**config.mk**
```make
export PLATFORM = sky130hd
export DESIGN_NAME = score_tracker
export DESIGN_NICKNAME = d
export VERILOG_FILES = /design/src/rtl/score_tracker.sv
export SDC_FILE = /design/constraint.sdc
export NUM_CORES = 1
export LEC_CHECK = 0
export BUFFER_PORTS_ARGS = -buffer_cell sky130_fd_sc_hd__buf_4
export CORE_MARGIN = 2
export CORE_UTILIZATION = 50
export CTS_CLUSTER_SIZE = 25
export DETAILED_ROUTE_END_ITERATION = 7
export PLACE_DENSITY = 0.76
export SETUP_SLACK_MARGIN = 0.5
export SYNTH_ARGS = -nofsm -noshare
export SYNTH_HDL_FRONTEND = slang
export SYNTH_HIERARCHICAL = 1
export SYNTH_SLANG_ARGS = --single-unit
```
**constraint.sdc**
```tcl
create_clock -name clock -period 6.25 [get_ports clock]
set_input_delay 0.3125 -clock clock [delete_from_list [all_inputs] [get_ports clock]]
set_output_delay 0.3125 -clock clock [all_outputs]
set_load 0.01 [all_outputs]
```
**src/rtl/score_tracker.sv**
```systemverilog
// Pipe-pass score counter kept directly in BCD, with saturation, a high score that
// survives restarts, and seven-segment decode of both the score and the high score.

module score_display (
  input  logic [3:0] bcd,
  output logic [6:0] seg
);
  // Active-low segments, bit order {g,f,e,d,c,b,a}; non-decimal codes blank.
  always_comb begin
    case (bcd)
      4'd0:    seg = 7'b1000000;
      4'd1:    seg = 7'b1111001;
      4'd2:    seg = 7'b0100100;
      4'd3:    seg = 7'b0110000;
      4'd4:    seg = 7'b0011001;
      4'd5:    seg = 7'b0010010;
      4'd6:    seg = 7'b0000010;
      4'd7:    seg = 7'b1111000;
      4'd8:    seg = 7'b0000000;
      4'd9:    seg = 7'b0010000;
      default: seg = 7'b1111111;
    endcase
  end
endmodule

module score_pass_det #(
  parameter int X_WIDTH = 11
) (
  input  logic               clock,
  input  logic               reset,
  input  logic [X_WIDTH-1:0] bird_x,
  input  logic [X_WIDTH-1:0] pipe_x,
  output logic               pass
);
  logic hit, prev;

  assign hit  = (bird_x == pipe_x);
  assign pass = hit & ~prev;

  // prev tracks equality every cycle, restart included, so a bird parked on a
  // pipe through a restart is not scored until it leaves and returns.
  always_ff @(posedge clock or negedge reset) begin
    if (!reset) prev <= 1'b0;
    else        prev <= hit;
  end
endmodule

module score_tracker #(
  parameter int DIGITS    = 3,
  parameter int NUM_PIPES = 2,
  parameter int X_WIDTH   = 11
) (
  input  logic                           clock,
  input  logic                           reset,
  input  logic                           restart,
  input  logic                           collision,
  input  logic [X_WIDTH-1:0]             bird_x,
  input  logic [NUM_PIPES*X_WIDTH-1:0]   pipe_x,
  output logic [4*DIGITS-1:0]            score_bcd,
  output logic [4*DIGITS-1:0]            high_bcd,
  output logic                           new_high,
  output logic                           game_over,
  output logic                           score_pulse,
  output logic [14*DIGITS-1:0]           score_digits
);
  typedef enum logic {PLAY, OVER} state_t;

  state_t                 state;
  logic [NUM_PIPES-1:0]   pass;
  logic [3:0]             k;
  logic [3:0]             carry;
  logic [4:0]             dsum;
  logic [4*DIGITS-1:0]    sum_bcd;
  logic [4*DIGITS-1:0]    next_bcd;

  genvar gi;
  generate
    for (gi = 0; gi < NUM_PIPES; gi++) begin : g_pipe
      score_pass_det #(.X_WIDTH(X_WIDTH)) u_det (
        .clock  (clock),
        .reset  (reset),
        .bird_x (bird_x),
        .pipe_x (pipe_x[gi*X_WIDTH +: X_WIDTH]),
        .pass   (pass[gi])
      );
    end
  endgenerate

  always_comb begin
    k = 4'd0;
    for (int i = 0; i < NUM_PIPES; i++) k = k + 4'(pass[i]);
  end

  // Ripple decimal add: k (<=9) enters the ones digit, later digits see a 0/1 carry.
  always_comb begin
    carry   = k;
    dsum    = 5'd0;
    sum_bcd = '0;
    for (int d = 0; d < DIGITS; d++) begin
      dsum = 5'(score_bcd[4*d +: 4]) + 5'(carry);
      if (dsum > 5'd9) begin
        sum_bcd[4*d +: 4] = 4'(dsum - 5'd10);
        carry             = 4'd1;
      end else begin
        sum_bcd[4*d +: 4] = dsum[3:0];
        carry             = 4'd0;
      end
    end
    next_bcd = (carry != 4'd0) ? {DIGITS{4'h9}} : sum_bcd;
  end

  always_ff @(posedge clock or negedge reset) begin
    if (!reset) begin
      state       <= PLAY;
      score_bcd   <= '0;
      high_bcd    <= '0;
      new_high    <= 1'b0;
      score_pulse <= 1'b0;
    end else begin
      score_pulse <= 1'b0;
      if (restart) begin
        state     <= PLAY;
        score_bcd <= '0;
        new_high  <= 1'b0;
      end else if (state == PLAY) begin
        if (collision) begin
          state <= OVER;
          // Packed BCD orders the same as its decimal value.
          if (score_bcd > high_bcd) begin
            high_bcd <= score_bcd;
            new_high <= 1'b1;
          end
        end else if (next_bcd != score_bcd) begin
          score_bcd   <= next_bcd;
          score_pulse <= 1'b1;
        end
      end
    end
  end

  assign game_over = (state == OVER);

  generate
    for (gi = 0; gi < DIGITS; gi++) begin : g_disp
      score_display u_score (
        .bcd (score_bcd[4*gi +: 4]),
        .seg (score_digits[7*gi +: 7])
      );
      score_display u_high (
        .bcd (high_bcd[4*gi +: 4]),
        .seg (score_digits[7*DIGITS + 7*gi +: 7])
      );
    end
  endgenerate
endmodule

```
==> results.cfg, run 1 <==
[grt]
grt_max_degree = 30
grt_pass1_vias = 3487
overflow = 0
grt_first_pass_wirelength_um = 15400
grt.total_usage_pct = 21.8
antenna_found_initial = 0

[logic_synthesis]
synth_area_um2 = 3780
ys_ff_latch = 29
seq_area_frac_synth_pct = 19.2
synth_edf_count = 0
yosysMostFrequentCell = o21ai_0
synthesis.nets = 578
syn_avg_cell_area_um2 = 7.71
netlist_top_cells_count = o21ai_0, ha_1, nor2_1
yosysWarnings = 6
async_flop_share_pct = 100
synth_area_leaders = dfrtp_1, ha_1, o21ai_0, xnor2_1, nand2b_1
yosysTopAreaCellShare_pct = 19.2
synth_flop_cell = dfrtp_1
synth_cell_types = 63
yosys.area.top_type = dfrtp_1
syn_inst = 491

[clock_tree]
ctsLongestPathBuffers = 2
cts_tree = yes
clock_sinks = 29
clock_latency_ps = 270
cts_buffers = 5
cts-root-buf = clkbuf_8
cts_max_level = 2
clkTransAtPathRegs_ps = 60

[placed_design]
dp_cells = 673
routabilityCongestion = 0.968
place_hpwl_um = 7080
pre_cts_ws_ps = 183
postPlaceCellArea_um2 = 4550
io_buffers = 105

[finish]
finish.utilization_pct = 64.6
finalInstanceArea_um2 = 4710
layout-drive-gt1-share_pct = 25.4
fill_cells = 668
fin_cells = 682
num_antenna_cells = 0
syn_to_final_growth_pct = 24.4
final_nets = 670

[critical_path]
worst_ep_arrival_time_ps = 5620
crit_start = pipe_x[2]
r2r_start = g_pipe[0].u_det/prev
critPathRequiredTime_ps = 6430
critical-path-top-delay-family = simple AND/OR/NAND/NOR gates
cp_slowest_cell = nor4b_1
start_kind = input port
criticalPathCategory = in2reg
path_max_fanout = 14
cp-end-kind = flip-flop
slowest_delay_ps = 410
path_buf_inv = 2

[route]
vias = 3750
antenna_left = 0
routed_wirelength_um = 9150
dr.pass1.iters = 5
via_per_inst = 5.50
drt_iter0_markers = 261
route.detailed.drc = 0
wire_per_inst_um = 13.4

[floorplan]
die_area_um2 = 8280
rows = 31
die_w_um = 91.0
die_y_um = 91.0
coreArea_um2 = 7290
start_util_pct = 51.9
io-pin-count = 106

[pwr]
swShare_pct = 28.7
intPower_mw = 0.346
sequentialPowerShare_pct = 41.6
cellPowerDensity_nw_per_um2 = 103
ir_worst_vdd_v = 0.0000654
switchingPower_mw = 0.139
cellLeakagePower_nw = 2.23
comb_power_share_pct = 26.9
pwr-share-clk_pct = 31.5
power_mw = 0.485

[sta]
final_hold_viol_count = 0
fin_crit_sh_pct = 87.1
worst_slew_pin_slew_ps = 845
fmax_mhz = 184
setup_ws_ps = 807
period_needed_ps = 5440
clock_skew_ps = 2.88
whs_ps = 306
tns_ps = 0
setup_viol = 0
slew_violations = 0
slew_headroom_pct = 43.7
rsz0062_at_grt = no

[hold_path]
hold_class = in2reg
hp-start = restart

[run_status]
status = finished clean

[run]
maxCapViolations = 0
worst paths after layout:
path                            cells past startpoint      endpoint  slack (ps)
worst max-delay path                               25  score_bcd[1]         810
worst min-delay path                                2  score_bcd[0]         310
worst max register to register                     22  score_bcd[1]         920
worst min register to register                      1      new_high         490
max in group asynchronous                           2  score_bcd[3]        5470
min in group asynchronous                           2  score_bcd[5]         500
worst register-to-register path, cell delays in order (launching register included):
cell,delay [ps]
dfrtp_1,400
nor4_4,310
fa_2,290
ha_2,340
nor2_2,130
a31oi_1,50
o22a_1,240
ha_2,230
ha_4,200
or2_2,280
a21oi_1,150
nor2_1,80
ha_1,230
ha_1,330
or2_1,260
a21oi_4,210
nor2_2,140
nor4b_1,410
o2111ai_2,210
o31ai_4,300
clkbuf_4,270
nand3_1,90
o31ai_1,70
layout by cell type, fill, tap and decap left out, types with 2 or more instances in the layout:
master	n
o221ai_1	2
a31oi_1	6
nor2_1	41
nand4_1	8
a2111oi_2	2
and3_1	3
ha_1	46
o22ai_1	5
a31o_1	3
nor4_1	2
o31ai_1	3
o21ai_0	54
nor2b_1	5
nor2_2	2
or2_2	2
buf_4	110
nor3_4	2
a21oi_1	30
inv_1	40
or2_1	7
a211oi_1	4
dfrtp_1	29
a21oi_2	5
a211o_1	2
o211ai_1	2
a221oi_1	2
a21o_1	6
nand2_1	38
o22a_1	2
or2b_1	4
a311oi_1	2
ha_2	2
xnor2_1	25
nand3_1	9
nor3_1	13
o2111a_1	2
clkbuf_8	6
nand2b_1	26
layout make-up:
class | count | area (um^2) | share of cell area, %
Clock buffer | 7 | 86.3 | 1.83
Inverter | 40 | 150 | 3.19
Timing Repair Buffer | 113 | 855 | 18.2
Multi-Input combinational cell | 394 | 2770 | 58.8
Tap cell | 99 | 124 | 2.63
Sequential cell | 29 | 726 | 15.4
routing by layer:
metal / up-vias / track usage, % / share of wire (%)
li1: 1897 / - / -
met1: 1726 / 28.8 / 44
met2: 119 / 38.3 / 50
met3: 8 / 2.41 / 5.0
met4: 0 / 4.92 / 0.95
met5: - / 0 / 0
cells by family after synthesis:
group	Yosys count	share of synthesized area, %
adder cells (fa/ha/maj)	50	16.7
buffers and inverters	68	9.03
AND/OR/NAND/NOR	174	24.2
flip-flops	29	19.2
multiplexers	2	0.694
AO/OA/AOI/OAI	143	24.4
XOR/XNOR	25	5.79
registers in the layout, indices dropped and copies added, names as in the netlist:
signal,count
g_pipe.u_det/prev,2
game_over,1
high_bcd,12
new_high,1
score_bcd,12
score_pulse,1
power groups by stage:
| stage | combinational (mW) | clock [mW] | sequential [mW] |
|---|---|---|---|
| final | 0.130 | 0.153 | 0.202 |
| after global routing | 0.144 | 0.168 | 0.203 |
| after CTS | 0.129 | 0.157 | 0.201 |
| after detailed placement | 0.128 | 0 | 0.205 |
| after global placement | 0.125 | 0 | 0.205 |
| after floorplan | 0.0719 | 0 | 0.202 |
repair_timing:
item                                   CTS  global route
pin swaps                                0             6
resized for setup                        2            11
hold buffers                             1             0
setup endpoints to repair                4            12
buffers inserted                         0             0
gates cloned                             0             1
endpoints found under the hold margin   29             0
No activity file was read; power rests on OpenSTA's default activity.
==> run 2, diff against run 1 <==
--- a/config.mk
+++ b/config.mk
@@ -11,6 +11,7 @@
 export CTS_CLUSTER_SIZE = 25
 export DETAILED_ROUTE_END_ITERATION = 7
 export PLACE_DENSITY = 0.76
+export RECOVER_POWER = 25
 export SETUP_SLACK_MARGIN = 0.5
 export SYNTH_ARGS = -nofsm -noshare
 export SYNTH_HDL_FRONTEND = slang
==> results.cfg, run 2 (same netlist as run 1, synthesis figures left out) <==
[pwr]
swShare_pct = 28.7
comb_power_share_pct = 26.8
pwr-share-clk_pct = 31.6
intPower_mw = 0.345
cellLeakagePower_nw = 2.22
ir_worst_vdd_v = 0.0000654
switchingPower_mw = 0.139
cellPowerDensity_nw_per_um2 = 103
sequentialPowerShare_pct = 41.6

[critical_path]
cp-end-kind = flip-flop
criticalPathCategory = in2reg
critPathRequiredTime_ps = 6430
worst_ep_arrival_time_ps = 5620
start_kind = input port
reg2reg_setup_slack_ps = 930
path_max_fanout = 14

[clock_tree]
clock_latency_ps = 270
clock_sinks = 29
postCtsSetupBuffers = 0
ctsLongestPathBuffers = 2
clkTransAtPathRegs_ps = 60
cts-root-buf = clkbuf_8
cts_tree = yes
cts_max_level = 2
cts_buffers = 5

[grt]
grt_pass1_vias = 3487
grt_first_pass_wirelength_um = 15400
grt.total_usage_pct = 21.8
overflow = 0
grt_max_degree = 30
antenna_found_initial = 0

[route]
routed.top_layer = met4
drt_iter0_markers = 261
wire_per_inst_um = 13.4
routed_wirelength_um = 9140
met3_length_um = 462
via_per_inst = 5.50
vias = 3752
wl_met2_um = 4580
route.detailed.drc = 0
antenna_left = 0
dr.pass1.iters = 5
wl_met1_um = 4000

[floorplan]
die_area_um2 = 8280
coreArea_um2 = 7290
rows = 31
io-pin-count = 106
die_w_um = 91.0
start_util_pct = 51.9
die_y_um = 91.0

[run_status]
status = finished, violations left
failed_checks = capacitance limit, slew limit

[finish]
final_common_cell = buf_4
syn_to_final_growth_pct = 24.3
final_nets = 670
finish.utilization_pct = 64.5
reg.largest.list = high_bcd: 12 flops, score_bcd: 12 flops, g_pipe.u_det/prev: 2 flops
layout-drive-gt1-share_pct = 25.2
num_antenna_cells = 0
fill_cells = 670
mostFrequentLayoutCells = buf_4, o21ai_0, ha_1, nor2_1, inv_1
fin_cells = 682

[placed_design]
pre_cts_ws_ps = 183
dp_cells = 673
io_buffers = 105
routabilityCongestion = 0.968
place_hpwl_um = 7080

[run]
maxCapViolations = 1

[sta]
fin_crit_sh_pct = 87.0
worst_slew_pin_slew_ps = 1590
period_needed_ps = 5440
clock_skew_ps = 3.40
final_hold_viol_count = 0
tns_ps = 0
rsz0062_at_grt = no
slew_violations = 30
setup_viol = 0
fmax_mhz = 184
setup_ws_ps = 810
slew_headroom_pct = -6.14

[hold_path]
hold_class = in2reg
==> run 2: cell types whose count changed in the layout (fill, tap and decap cells not counted), sizes merged <==
cell	before	now
buf	111	108
clkbuf	8	11
==> run 2: through the flow <==
| step | area (um^2) | hold WS (ps) | power, mW |
|---|---|---|---|
| 3_5_place_dp | 4550 | 262 | 0.332 |
| 3_3_place_gp | 4550 | 259 | 0.330 |
| 6_report | 4700 | 306 | 0.484 |
| 2_1_floorplan | 3780 | 16.9 | 0.274 |
| 4_1_cts | 4650 | 289 | 0.488 |
| 5_1_grt | 4700 | 295 | 0.514 |
==> run 2: final timing paths <==
path / startpoint / to / cells past startpoint
max in group asynchronous: reset / score_bcd[3] / 2
worst max register to register: g_pipe[0].u_det/prev / score_bcd[1] / 22
min in group asynchronous: reset / score_bcd[5] / 2
worst max-delay path: pipe_x[2] / score_bcd[1] / 25
worst min-delay path: restart / score_bcd[0] / 2
worst min register to register: new_high / new_high / 1
==> run 2: what timing repair did <==
item,in CTS,in global routing
resized for setup,2,11
endpoints found under the hold margin,29,0
pin swaps,0,6
hold buffers,1,0
cloned,0,1
setup endpoints to repair,4,12
==> run 2: cell type report <==
class / instances / area [um^2] / area share (%)
sequential: 29 / 726 / 15.4
clock buffer: 7 / 86.3 / 1.84
tap: 99 / 124 / 2.63
multi-input combinational: 394 / 2770 / 58.8
timing repair buffer: 113 / 851 / 18.1
inverter: 40 / 150 / 3.19
==> run 2: power groups by stage <==
stage | Clock, mW | Sequential (mW) | Combinational, mW
after CTS | 0.157 | 0.201 | 0.129
after global routing | 0.168 | 0.203 | 0.143
after floorplan | 0 | 0.202 | 0.0719
final | 0.153 | 0.202 | 0.130
after detailed placement | 0 | 0.205 | 0.128
after global placement | 0 | 0.205 | 0.125
==> run 2: worst max-delay path, stage by stage <==
cell,delay [ps]
buf_4,110
xnor2_1,150
nand4_1,200
nor4_4,330
fa_2,290
ha_2,340
nor2_2,130
a31oi_1,50
o22a_1,240
ha_2,230
ha_4,200
or2_2,280
a21oi_1,150
nor2_1,80
ha_1,230
ha_1,330
or2_1,260
a21oi_4,210
nor2_2,140
nor4b_1,410
o2111ai_2,210
o31ai_4,300
clkbuf_4,270
nand3_1,90
o31ai_1,70
==> run 2: routing by layer <==
layer  up-vias  GRT usage, %
li1       1896             -
met1      1727          28.8
met2       121          38.3
met3         8          2.41
met4         0          4.92
met5         -             0
